==> src/rtl/uart_rx_core.sv <==
`default_nettype none
// ============================================================================
//  Module   : uart_rx_core
//  Purpose  : UART receiver for frames of start(0), N data bits MSB first,
//             one odd-parity bit and one stop(1). The asynchronous rx line is
//             double-flopped and every bit is sampled at mid-bit. Received
//             words are presented on a one-entry valid/ready output buffer
//             together with parity/framing status.
//  Ports    : clk            system clock, rising edge
//             rst_n          asynchronous active-low reset
//             rx             serial input (asynchronous, idles high)
//             rx_data        received word, MSB = first data bit on the line
//             rx_parity_err  parity check failed for the word in rx_data
//             rx_frame_err   stop bit was sampled low for the word in rx_data
//             rx_valid       rx_data and status bits are valid
//             rx_ready       consumer accepts when rx_valid & rx_ready
//             rx_overrun     one-cycle pulse: a completed frame was dropped
//  Revision : 1.0 - initial release
// ============================================================================
module uart_rx_core #(
    parameter int N            = 8,
    parameter int CLKS_PER_BIT = 16
) (
    input  logic         clk,
    input  logic         rst_n,
    input  logic         rx,
    output logic [N-1:0] rx_data,
    output logic         rx_parity_err,
    output logic         rx_frame_err,
    output logic         rx_valid,
    input  logic         rx_ready,
    output logic         rx_overrun
);

    localparam int c_TIMER_W = $clog2(CLKS_PER_BIT);
    localparam int c_CNT_W   = $clog2(N + 1);

    localparam logic [c_TIMER_W-1:0] c_T_HALF   = c_TIMER_W'(CLKS_PER_BIT / 2 - 1);
    localparam logic [c_TIMER_W-1:0] c_T_FULL   = c_TIMER_W'(CLKS_PER_BIT - 1);
    localparam logic [c_CNT_W-1:0]   c_LAST_BIT = c_CNT_W'(N - 1);

    localparam logic [2:0] c_S_IDLE      = 3'd0;
    localparam logic [2:0] c_S_START     = 3'd1;
    localparam logic [2:0] c_S_DATA      = 3'd2;
    localparam logic [2:0] c_S_PARITY    = 3'd3;
    localparam logic [2:0] c_S_STOP      = 3'd4;
    localparam logic [2:0] c_S_WAIT_HIGH = 3'd5;

    logic                 r_rx_meta;
    logic                 r_rxs;
    logic [2:0]           r_state;
    logic [c_TIMER_W-1:0] r_timer;
    logic [c_CNT_W-1:0]   r_bit_cnt;
    logic [N-1:0]         r_shift;
    logic                 r_perr;
    logic                 w_tick;

    // Full-bit sample point, used once the start bit has been centred on.
    assign w_tick = (r_timer == c_T_FULL);

    // Synchroniser resets to the idle (high) level so reset never fakes a start.
    always_ff @(posedge clk or negedge rst_n) begin
        if (!rst_n) begin
            r_rx_meta <= 1'b1;
            r_rxs     <= 1'b1;
        end else begin
            r_rx_meta <= rx;
            r_rxs     <= r_rx_meta;
        end
    end

    always_ff @(posedge clk or negedge rst_n) begin
        if (!rst_n) begin
            r_state       <= c_S_IDLE;
            r_timer       <= '0;
            r_bit_cnt     <= '0;
            r_shift       <= '0;
            r_perr        <= 1'b0;
            rx_data       <= '0;
            rx_parity_err <= 1'b0;
            rx_frame_err  <= 1'b0;
            rx_valid      <= 1'b0;
            rx_overrun    <= 1'b0;
        end else begin
            rx_overrun <= 1'b0;

            // Consumer handshake; a frame completing in the same cycle
            // reloads the buffer below and overrides this clear.
            if (rx_valid && rx_ready) begin
                rx_valid <= 1'b0;
            end

            case (r_state)
                c_S_IDLE: begin
                    if (!r_rxs) begin
                        r_state <= c_S_START;
                        r_timer <= '0;
                    end
                end

                c_S_START: begin
                    if (r_timer == c_T_HALF) begin
                        r_timer   <= '0;
                        r_bit_cnt <= '0;
                        // Line already back high at mid-bit: a glitch.
                        r_state   <= r_rxs ? c_S_IDLE : c_S_DATA;
                    end else begin
                        r_timer <= r_timer + 1'b1;
                    end
                end

                c_S_DATA: begin
                    r_timer <= w_tick ? '0 : r_timer + 1'b1;
                    if (w_tick) begin
                        r_shift <= N'({r_shift, r_rxs});
                        if (r_bit_cnt == c_LAST_BIT) begin
                            r_bit_cnt <= '0;
                            r_state   <= c_S_PARITY;
                        end else begin
                            r_bit_cnt <= r_bit_cnt + 1'b1;
                        end
                    end
                end

                c_S_PARITY: begin
                    r_timer <= w_tick ? '0 : r_timer + 1'b1;
                    if (w_tick) begin
                        // Odd parity: data plus parity must hold an odd number of ones.
                        r_perr  <= ~((^r_shift) ^ r_rxs);
                        r_state <= c_S_STOP;
                    end
                end

                c_S_STOP: begin
                    r_timer <= w_tick ? '0 : r_timer + 1'b1;
                    if (w_tick) begin
                        if (!rx_valid || rx_ready) begin
                            rx_data       <= r_shift;
                            rx_parity_err <= r_perr;
                            rx_frame_err  <= ~r_rxs;
                            rx_valid      <= 1'b1;
                        end else begin
                            rx_overrun <= 1'b1;
                        end
                        // A low stop bit may be a break; wait for the line
                        // to go high before hunting for the next start.
                        r_state <= r_rxs ? c_S_IDLE : c_S_WAIT_HIGH;
                    end
                end

                c_S_WAIT_HIGH: begin
                    if (r_rxs) begin
                        r_state <= c_S_IDLE;
                    end
                end

                default: begin
                    r_state <= c_S_IDLE;
                end
            endcase
        end
    end

endmodule
`default_nettype wire

==> config.mk <==
export PLATFORM = sky130hd
export DESIGN_NAME = uart_rx_core
export DESIGN_NICKNAME = d
export VERILOG_FILES = /design/src/rtl/uart_rx_core.sv
export SDC_FILE = /design/constraint.sdc
export NUM_CORES = 1
export LEC_CHECK = 0
export CAP_MARGIN = 20
export CORE_MARGIN = 2
export CORE_UTILIZATION = 52
export CTS_CLUSTER_DIAMETER = 30
export DETAILED_ROUTE_END_ITERATION = 16
export GPL_TIMING_DRIVEN = 0
export PLACE_DENSITY = 0.72
export SKIP_LAST_GASP = 1
export SYNTH_ARGS = -nofsm -noshare
export SYNTH_HDL_FRONTEND = slang
export SYNTH_SLANG_ARGS = --single-unit
==> constraint.sdc <==
create_clock -name clk -period 4.25 [get_ports clk]
set_clock_uncertainty 0.1 [all_clocks]
set_input_delay 0.85 -clock clk [delete_from_list [all_inputs] [get_ports clk]]
set_output_delay 0.85 -clock clk [all_outputs]
set_load 0.1 [all_outputs]
* Word level (Yosys, flattened, before mapping) *
Index checks and enable logic that the tools add are counted.
W data, S select, Z words.

word-level totals
  bits in registers = 34
  input port bits = 4
  word-level logic and storage cells = 71

cells by class
  mux-type cells = 25
  reductions and logical operators = 14
  $add $sub $neg = 2
  eq/ne operators = 15
  bitwise operators = 3

operator list
  kind                   count
  $mux W3                8
  $mux W4                6
  $pmux W3 S6            1
  $ne A2 B2 Y1 const B   7
  $pmux W4 S3            1
  $add A4 B1 Y4 const B  2
  $eq A4 B3 Y1 const B   2
  $pmux W4 S2            1
  $reduce_xor A8 Y1      1
  $mux W1                7
  $reduce_and A7 Y1      1
  $eq A3 B2 Y1 const B   2
  $eq A3 B3 Y1 const B   2
  $reduce_and A2 Y1      3
  $reduce_and A3 Y1      2
  $eq A4 B4 Y1 const B   1
  $eq A3 B1 Y1 const B   1
  $logic_not A3 Y1       1
  $reduce_bool A3 Y1     1
  $reduce_or A3 Y1       1
  $mux W2                1
  $not A1 Y1             2
  $reduce_bool A2 Y1     1
  $logic_and A1 B1 Y1    1
  3 further kinds        3

* Depth between registers and ports, before layout *
Gate-level depths: netlist (run 1).

  depth in word-level cells = 5
  depth in mapped cells = 7
  gate-level depth less buffers = 5

* Worst setup path before layout (run 1) *
OpenSTA, ideal clock, no wires.

  path type = register to register
  start = register rx_valid
  end = register rx_data[0]
  setup slack = 2.263 ns
  library setup time = 0.126 ns
  data arrival time = 1.761 ns
  data required time = 4.024 ns
  cell stages (with the launch flop) = 5
  path buffers = 1
  cell sequence = dfrtp_1 -> nand2b_1 -> nand3_1 -> buf_2 -> mux2_2

between the ends
  longest elaborated chain between the ends = 3

ends and longest elaborated chain
  element                      line  RTL
  start: declaration           30    output logic rx_valid,
  start signal: assignment     82    rx_valid <= 1'b0;
  start signal: assignment     90    rx_valid <= 1'b0;
  start signal: assignment     141   rx_valid <= 1'b1;
  $logic_not A1 Y1             137   if (!rx_valid || rx_ready) begin
  $logic_or A1 B1 Y1           137
  $reduce_and A3 Y1 (no line)  --
  end signal: assignment       138   rx_data <= r_shift;
  end: declaration             27    output logic [N-1:0] rx_data,

No other way between the ends.
A chain may end at the register's enable or synchronous reset.

* Worst setup path after layout (run 1) *
  start = register rx_data[0]
  end = output rx_data[0]

No word-level cell between the ends.

==> summary.log, run 1 <==
[run_status] status completed
[cts] clock latency of the later-clocked register in the worst-skew pair 0.33 ns
[drt] DRT antenna net count 0
[drt] vias per inst 5.74
[cells_and_area] commonest non-fill, non-tap cells in the layout dfrtp_1, mux2_2, clkdlybuf4s50_1
[drt] remaining routing DRC violations 0
[grt] vias in the first global route 1111
[worst_setup_path] required time worst endpoint 3.30 ns
[worst_setup_path] capturing element type of the critical path output pin
[yosys] flop and latch count out of synthesis 34
[flow_run] number of maximum-capacitance constraint violations 0
[timing] Fmax achieved 0.362 GHz
[yosys] area share of the leading cell type in the synthesized netlist 49.5%
[yosys] parity-gate share of the synthesized area counting xor and xnor cells 4.64%
[floorplan] die area 0.00357 mm^2
[cells_and_area] commonest non-fill, non-tap cell in the layout dfrtp_1
[placed_design] Detailed Place HPWL 1.96 mm
[worst_setup_path] cells traversed along the worst timing path clkdlybuf4s50_1
[timing] Final setup viols 0
[grt] pin count of the biggest net entering global routing 35
[drt] violation count after the first detailed-route iteration 12
[grt] wire length of the first global-routing pass 4.71 mm
[cts] Clk Tree Root Cell clkbuf_4
[yosys] number of library cell types mapped by synthesis 40
[floorplan] Die Y-Extent 59.8 um
[worst_setup_path] register-to-register path setup slack 2.25 ns
[worst_setup_path] delay contributed by the slowest stage of the critical path 1.14 ns
[worst_setup_path] buffer and inverter count on the worst path 1
[floorplan] total core area 0.00300 mm^2
[floorplan] starting density of the core 53.9%
[cts] CTS tree built
[worst_setup_path] biggest fanout along the worst timing path 2
[timing] hold violation count in the final report 0
[timing] worst-case setup margin in the final layout 1.48 ns
[drt] Vias 1091
[yosys] mux contribution to synthesized area 15.4%
[timing] final worst path period need 2.77 ns
[cts] cts-stage hold buffer count 0
[yosys] dominant combinational cell family by area after synthesis multiplexers
[timing] transition at the pin with the smallest max-transition slack 0.978 ns
[power] Cell Pwr Density 432 mW/mm^2
[power] VDD IR-drop max 0.270 mV
[timing] max-slew violation count 0
[yosys] synthesized-area fraction occupied by and/or/nand/nor cells 13.5%
[yosys] Mapped Avg Cell Area 12.1 um^2
[yosys] compound-gate portion of the synthesized area 9.82%
[hold_path] Hold Path Class reg2reg
[worst_setup_path] kind of cell adding the most delay to the critical path buffers and inverters
[grt] initial antenna violation count 0
[worst_setup_path] critical path data arrival time 1.82 ns
[floorplan] horizontal extent of the die 59.8 um
[cts] clock slew at the register clock pins of the worst setup and hold paths 0.09 ns
[cts] Max clock buf depth 2
[grt] All-Layer GR Usage 17.9%
[timing] unrepaired setup endpoints after global routing no
[cts] total clock buffers created by CTS 5
[yosys] post-synthesis share of cell area spent on full adders, half adders and majority gates 1.55%
[timing] max_slew headroom 34.6%
[worst_setup_path] type of the setup path with the least slack reg2out
[cells_and_area] fraction of layout instances using a drive strength above 1 24.8%
[cts] post-CTS setup buffers 0
[cells_and_area] antenna diode count 0
[cells_and_area] layout overhead on the synthesized area 15.2%
[drt] Initial DRT Pass Iterations 4
[placed_design] port bufs 15
[cts] count of cells resized by post-cts repair 0
[placed_design] DP Worst Slack 1.83 ns
[cts] clock sink count 34
[yosys] number of standard cells after synthesis 134
[yosys] area of the mapped netlist 0.00162 mm^2
[timing] final-layout setup total negative slack 0 ns
[drt] total routed wirelength 2.74 mm
[yosys] top area cells in the synthesized netlist dfrtp_1, mux2_2, dfstp_2, xnor2_1, nor2b_1
[floorplan] Rows 20
[floorplan] number of primary I/O pins 16
[power] leakage power of the design 0.893 nW
[cts] CTS H-tree depth 2
[placed_design] gp weighted congestion 0.783
[cells_and_area] number of nets in the finished design 162
[yosys] Post-Syn Nets 140
[worst_setup_path] CP Launch Type register
[worst_setup_path] master of the slowest instance on the critical path clkdlybuf4s50_1
[cells_and_area] final instance area 0.00186 mm^2
[yosys] proportion of synthesized chip area in sequential cells 52.7%
[power] power consumption 0.000805 W
[yosys] warnings from Yosys 0
[yosys] cell type with the highest aggregate area in the netlist dfrtp_1
[placed_design] cell area after placement 0.00180 mm^2
[drt] final routed wire length divided by cell count 14.4 um
[grt] sum of overflow across all layers after global routing 0
[timing] post-route fraction of the period consumed by the critical path 65.1%
## final timing paths
path | from | end | depth (start not counted)
worst max-delay path | rx_data[0] | rx_data[0] | 1
worst min-delay path | r_rx_meta | r_rxs | 0
worst min register to register | r_rx_meta | r_rxs | 0
max in group asynchronous | rst_n | rx_parity_err | 1
worst max register to register | r_timer[0] | rx_parity_err | 6
min in group asynchronous | rst_n | r_state[1] | 1
## flip-flops by register name, indices dropped and copies added, names as in the netlist, 3 cells and up
register	count
r_shift	8
rx_data	8
r_timer	4
r_bit_cnt	4
r_state	3
## through the flow
step | utilization (%) | cells | hold WS, ns
global route | 62.1 | 190 | 0.271
CTS | 62.1 | 190 | 0.266
global placement | 60.3 | 182 | 0.246
floorplan | - | 134 | 0.245
detailed placement | 60.1 | 182 | 0.251
finish | 62.1 | 190 | 0.263
## cells by family (layout without fill, tap and decap cells)
logic type | count (synthesis) | count (layout)
muxes | 22 | 22
AOI/OAI and AO/OA | 23 | 23
DFF | 34 | 34
adders and majority gates | 2 | 2
buffers and inverters | 8 | 31
and+or+nand+nor | 38 | 38
xor gates and xnor gates | 7 | 7
## metal layers
metal | track usage, % | routed length (um) | up-vias
li1 | - | - | 526
met1 | 21.2 | 1180 | 539
met2 | 29.8 | 1400 | 21
met3 | 6.06 | 119 | 5
met4 | 6.67 | 29 | 0
met5 | 0 | 0 | -
## report_power, final
part	internal, W	switching [W]
combinational	0.000110	0.000124
sequential	0.000357	0.0000327
clock	0.0000802	0.000102
total	0.000547	0.000259
## area by class of cell
| cell class | count | area (um^2) |
|---|---|---|
| well taps | 33 | 41.3 |
| inverters | 1 | 3.75 |
| clock inverters | 1 | 5.00 |
| flip-flops and latches | 34 | 853 |
| multi-input cells | 92 | 727 |
| clock buffers | 7 | 55.1 |
| plain buffers | 7 | 33.8 |
| fillers | 247 | 1140 |
| repair buffers | 15 | 145 |
## Yosys cell counts, drive strengths merged
cell type   n
o21ai       6
o211ai      1
or3b        2
buf         4
nor2        7
clkbuf      3
a21oi       3
mux2i       2
nor3        1
ha          2
a22o        2
xor2        2
a21o        2
o22a        1
a211oi      3
nand3b      1
mux2       20
nor4b       1
nand2       8
o32ai       1
nor3b       3
o21a        1
xnor2       4
dfstp       2
nor2b       5
o221ai      1
xnor3       1
nand2b      1
a211o       1
dfrtp      32
inv         1
and3        4
a311oi      1
nand3       5
(Power assumes the default switching activity.)
==> run 2: changes to the inputs <==
- CORE_UTILIZATION: 52 -> 50
- clock period: 4.25 -> 2.4 ns (I/O delays scaled with it)
==> run 2 against run 1 <==
  * Global-route usage increased by 0.86 points
  * Sequential share of layout area decreased by 0.43 points
  * Via count fell by 0.55%
  * Critical path type unchanged
  * Combinational power up 80%
  * Critical path depth unchanged
  * Clock-buffer cell count unchanged
  * Hold slack lost 0.16 ns
  * Non-clock buffer count unchanged
  * Clock power is 120% higher
  * Utilization is 0.95 points lower
  * Cell area increased by 0.94%
  * Power up 88%
==> summary.log, run 2 (synthesis gave the netlist of run 1 again) <==
[floorplan] die area 0.00371 mm^2
[worst_setup_path] critical path data arrival time 1.55 ns
[drt] remaining routing DRC violations 0
[worst_setup_path] capturing element type of the critical path output pin
[cells_and_area] commonest non-fill, non-tap cells in the layout dfrtp_1, mux2_2, dlygate4sd2_1
[timing] Fmax achieved 0.469 GHz
[placed_design] gp weighted congestion 0.816
[cells_and_area] core utilization of the finished layout 61.1%
[cts] Max clock buf depth 2
[placed_design] port bufs 15
[drt] violation count after the first detailed-route iteration 24
[worst_setup_path] buffer and inverter count on the worst path 1
[timing] unrepaired setup endpoints after global routing no
[worst_setup_path] kind of cell adding the most delay to the critical path buffers and inverters
[cts] CTS H-tree depth 2
[floorplan] Rows 20
[hold_path] Hold Path Class in2async
[grt] vias in the first global route 1035
[worst_setup_path] cells traversed along the worst timing path dlygate4sd2_1
[drt] Initial DRT Pass Iterations 4
[drt] Vias 1085
[cells_and_area] biggest registers after layout r_shift: 8 flops, rx_data: 8 flops
[timing] transition at the pin with the smallest max-transition slack 0.959 ns
[drt] vias per inst 5.40
[cells_and_area] number of nets in the finished design 162
[worst_setup_path] type of the setup path with the least slack reg2out
[timing] final worst path period need 2.13 ns
[floorplan] total core area 0.00308 mm^2
[power] leakage power of the design 0.969 nW
[timing] max-slew violation count 0
[power] Cell Pwr Density 805 mW/mm^2
[run_status] status completed
[flow_run] number of maximum-capacitance constraint violations 0
[cells_and_area] non-filler instance count after layout 201
[worst_setup_path] master of the slowest instance on the critical path dlygate4sd2_1
[cts] clock sink count 34
[cells_and_area] commonest non-fill, non-tap cell in the layout dfrtp_1
[power] VDD IR-drop max 0.374 mV
[cells_and_area] layout overhead on the synthesized area 16.3%
[timing] Final setup viols 0
[grt] All-Layer GR Usage 18.7%
[cts] CTS tree built
[timing] final-layout setup total negative slack 0 ns
[cts] clock slew at the register clock pins of the worst setup and hold paths 0.10 ns
[cts] Clk Tree Root Cell clkbuf_4
[worst_setup_path] required time worst endpoint 1.82 ns
[worst_setup_path] biggest fanout along the worst timing path 2
[timing] post-route fraction of the period consumed by the critical path 88.8%
[drt] DRT antenna net count 0
[cells_and_area] antenna diode count 0
[floorplan] starting density of the core 52.6%
[grt] sum of overflow across all layers after global routing 0
[timing] hold violation count in the final report 0
[grt] pin count of the biggest net entering global routing 35
[timing] max_slew headroom 35.9%
[placed_design] Detailed Place HPWL 1.89 mm
[grt] wire length of the first global-routing pass 4.87 mm
[worst_setup_path] CP Launch Type register
[floorplan] number of primary I/O pins 16
[worst_setup_path] delay contributed by the slowest stage of the critical path 0.85 ns
[floorplan] Die Y-Extent 60.9 um
[drt] final routed wire length divided by cell count 13.8 um
[floorplan] horizontal extent of the die 60.9 um
[cts] total clock buffers created by CTS 5
[drt] total routed wirelength 2.78 mm
[placed_design] Post-Place Cells 193
[cells_and_area] fraction of layout instances using a drive strength above 1 24.2%
[grt] initial antenna violation count 0
[cts] clock latency of the later-clocked register in the worst-skew pair 0.33 ns
[cts] post-CTS setup buffers 0
## run 2: changes by cell type in the layout (fill, tap and decap cells not counted), sizes merged
| cell | previous run | this run |
|---|---|---|
| bufinv | 0 | 1 |
| clkdlybuf4s50 | 14 | 2 |
| clkinv | 1 | 0 |
| dlygate4sd2 | 0 | 11 |
| dlymetal6s2s | 0 | 1 |
## run 2: final timing paths
path                       cells after the start          from            to  slack (ns)
setup / recovery                               1  rx_frame_err  rx_frame_err        0.27
setup reg to reg                               6    r_timer[0]    rx_data[1]        0.38
min in group clk                               0     r_rx_meta         r_rxs        0.26
hold reg to reg                                0     r_rx_meta         r_rxs        0.26
hold / removal                                 1         rst_n    r_shift[7]         0.1
max in group asynchronous                      1         rst_n    r_timer[1]        1.63
## run 2: where the power goes
| group | total (W) | leakage, nW | internal, W | switching, W |
|---|---|---|---|---|
| sequential | 0.000692 | 0.458 | 0.000632 | 0.0000600 |
| combinational | 0.000420 | 0.472 | 0.000194 | 0.000226 |
| clock | 0.000402 | 0.0395 | 0.000221 | 0.000181 |
| total | 0.00151 | 0.969 | 0.00105 | 0.000467 |
## run 2: cell type report
class | count | area (um^2)
plain buffers | 7 | 33.8
clock buffers | 7 | 45.0
clock inverters | 1 | 30.0
fillers | 265 | 1200
inverters | 1 | 3.75
multi-input cells | 92 | 727
flip-flops and latches | 34 | 853
well taps | 44 | 55.1
repair buffers | 15 | 134
## run 2: repair_timing
action / 4_1_cts / 5_1_grt
hold buffers: 0 / 0
endpoints found under the setup margin: 11 / 1
gates resized for setup: 11 / 1
## run 2: per-layer routing
metal,GRT usage (%),vias up,part of all wire (%)
met3,7.04,6,4.1
met2,27.8,23,47
met1,24.9,533,47
met4,7.45,0,1.4
li1,-,523,-
met5,0,-,0
## run 2: through the flow
stage	total power, W	setup slack [ns]	hold slack, ns	cell area [um^2]
5_1_grt	0.00162	0.184	0.134	1880
6_report	0.00151	0.269	0.0985	1880
3_5_place_dp	0.00112	0.347	0.248	1820
2_1_floorplan	0.00103	0.413	0.0844	1620
4_1_cts	0.00153	0.0266	0.108	1880
3_3_place_gp	0.00109	0.116	0.246	1820
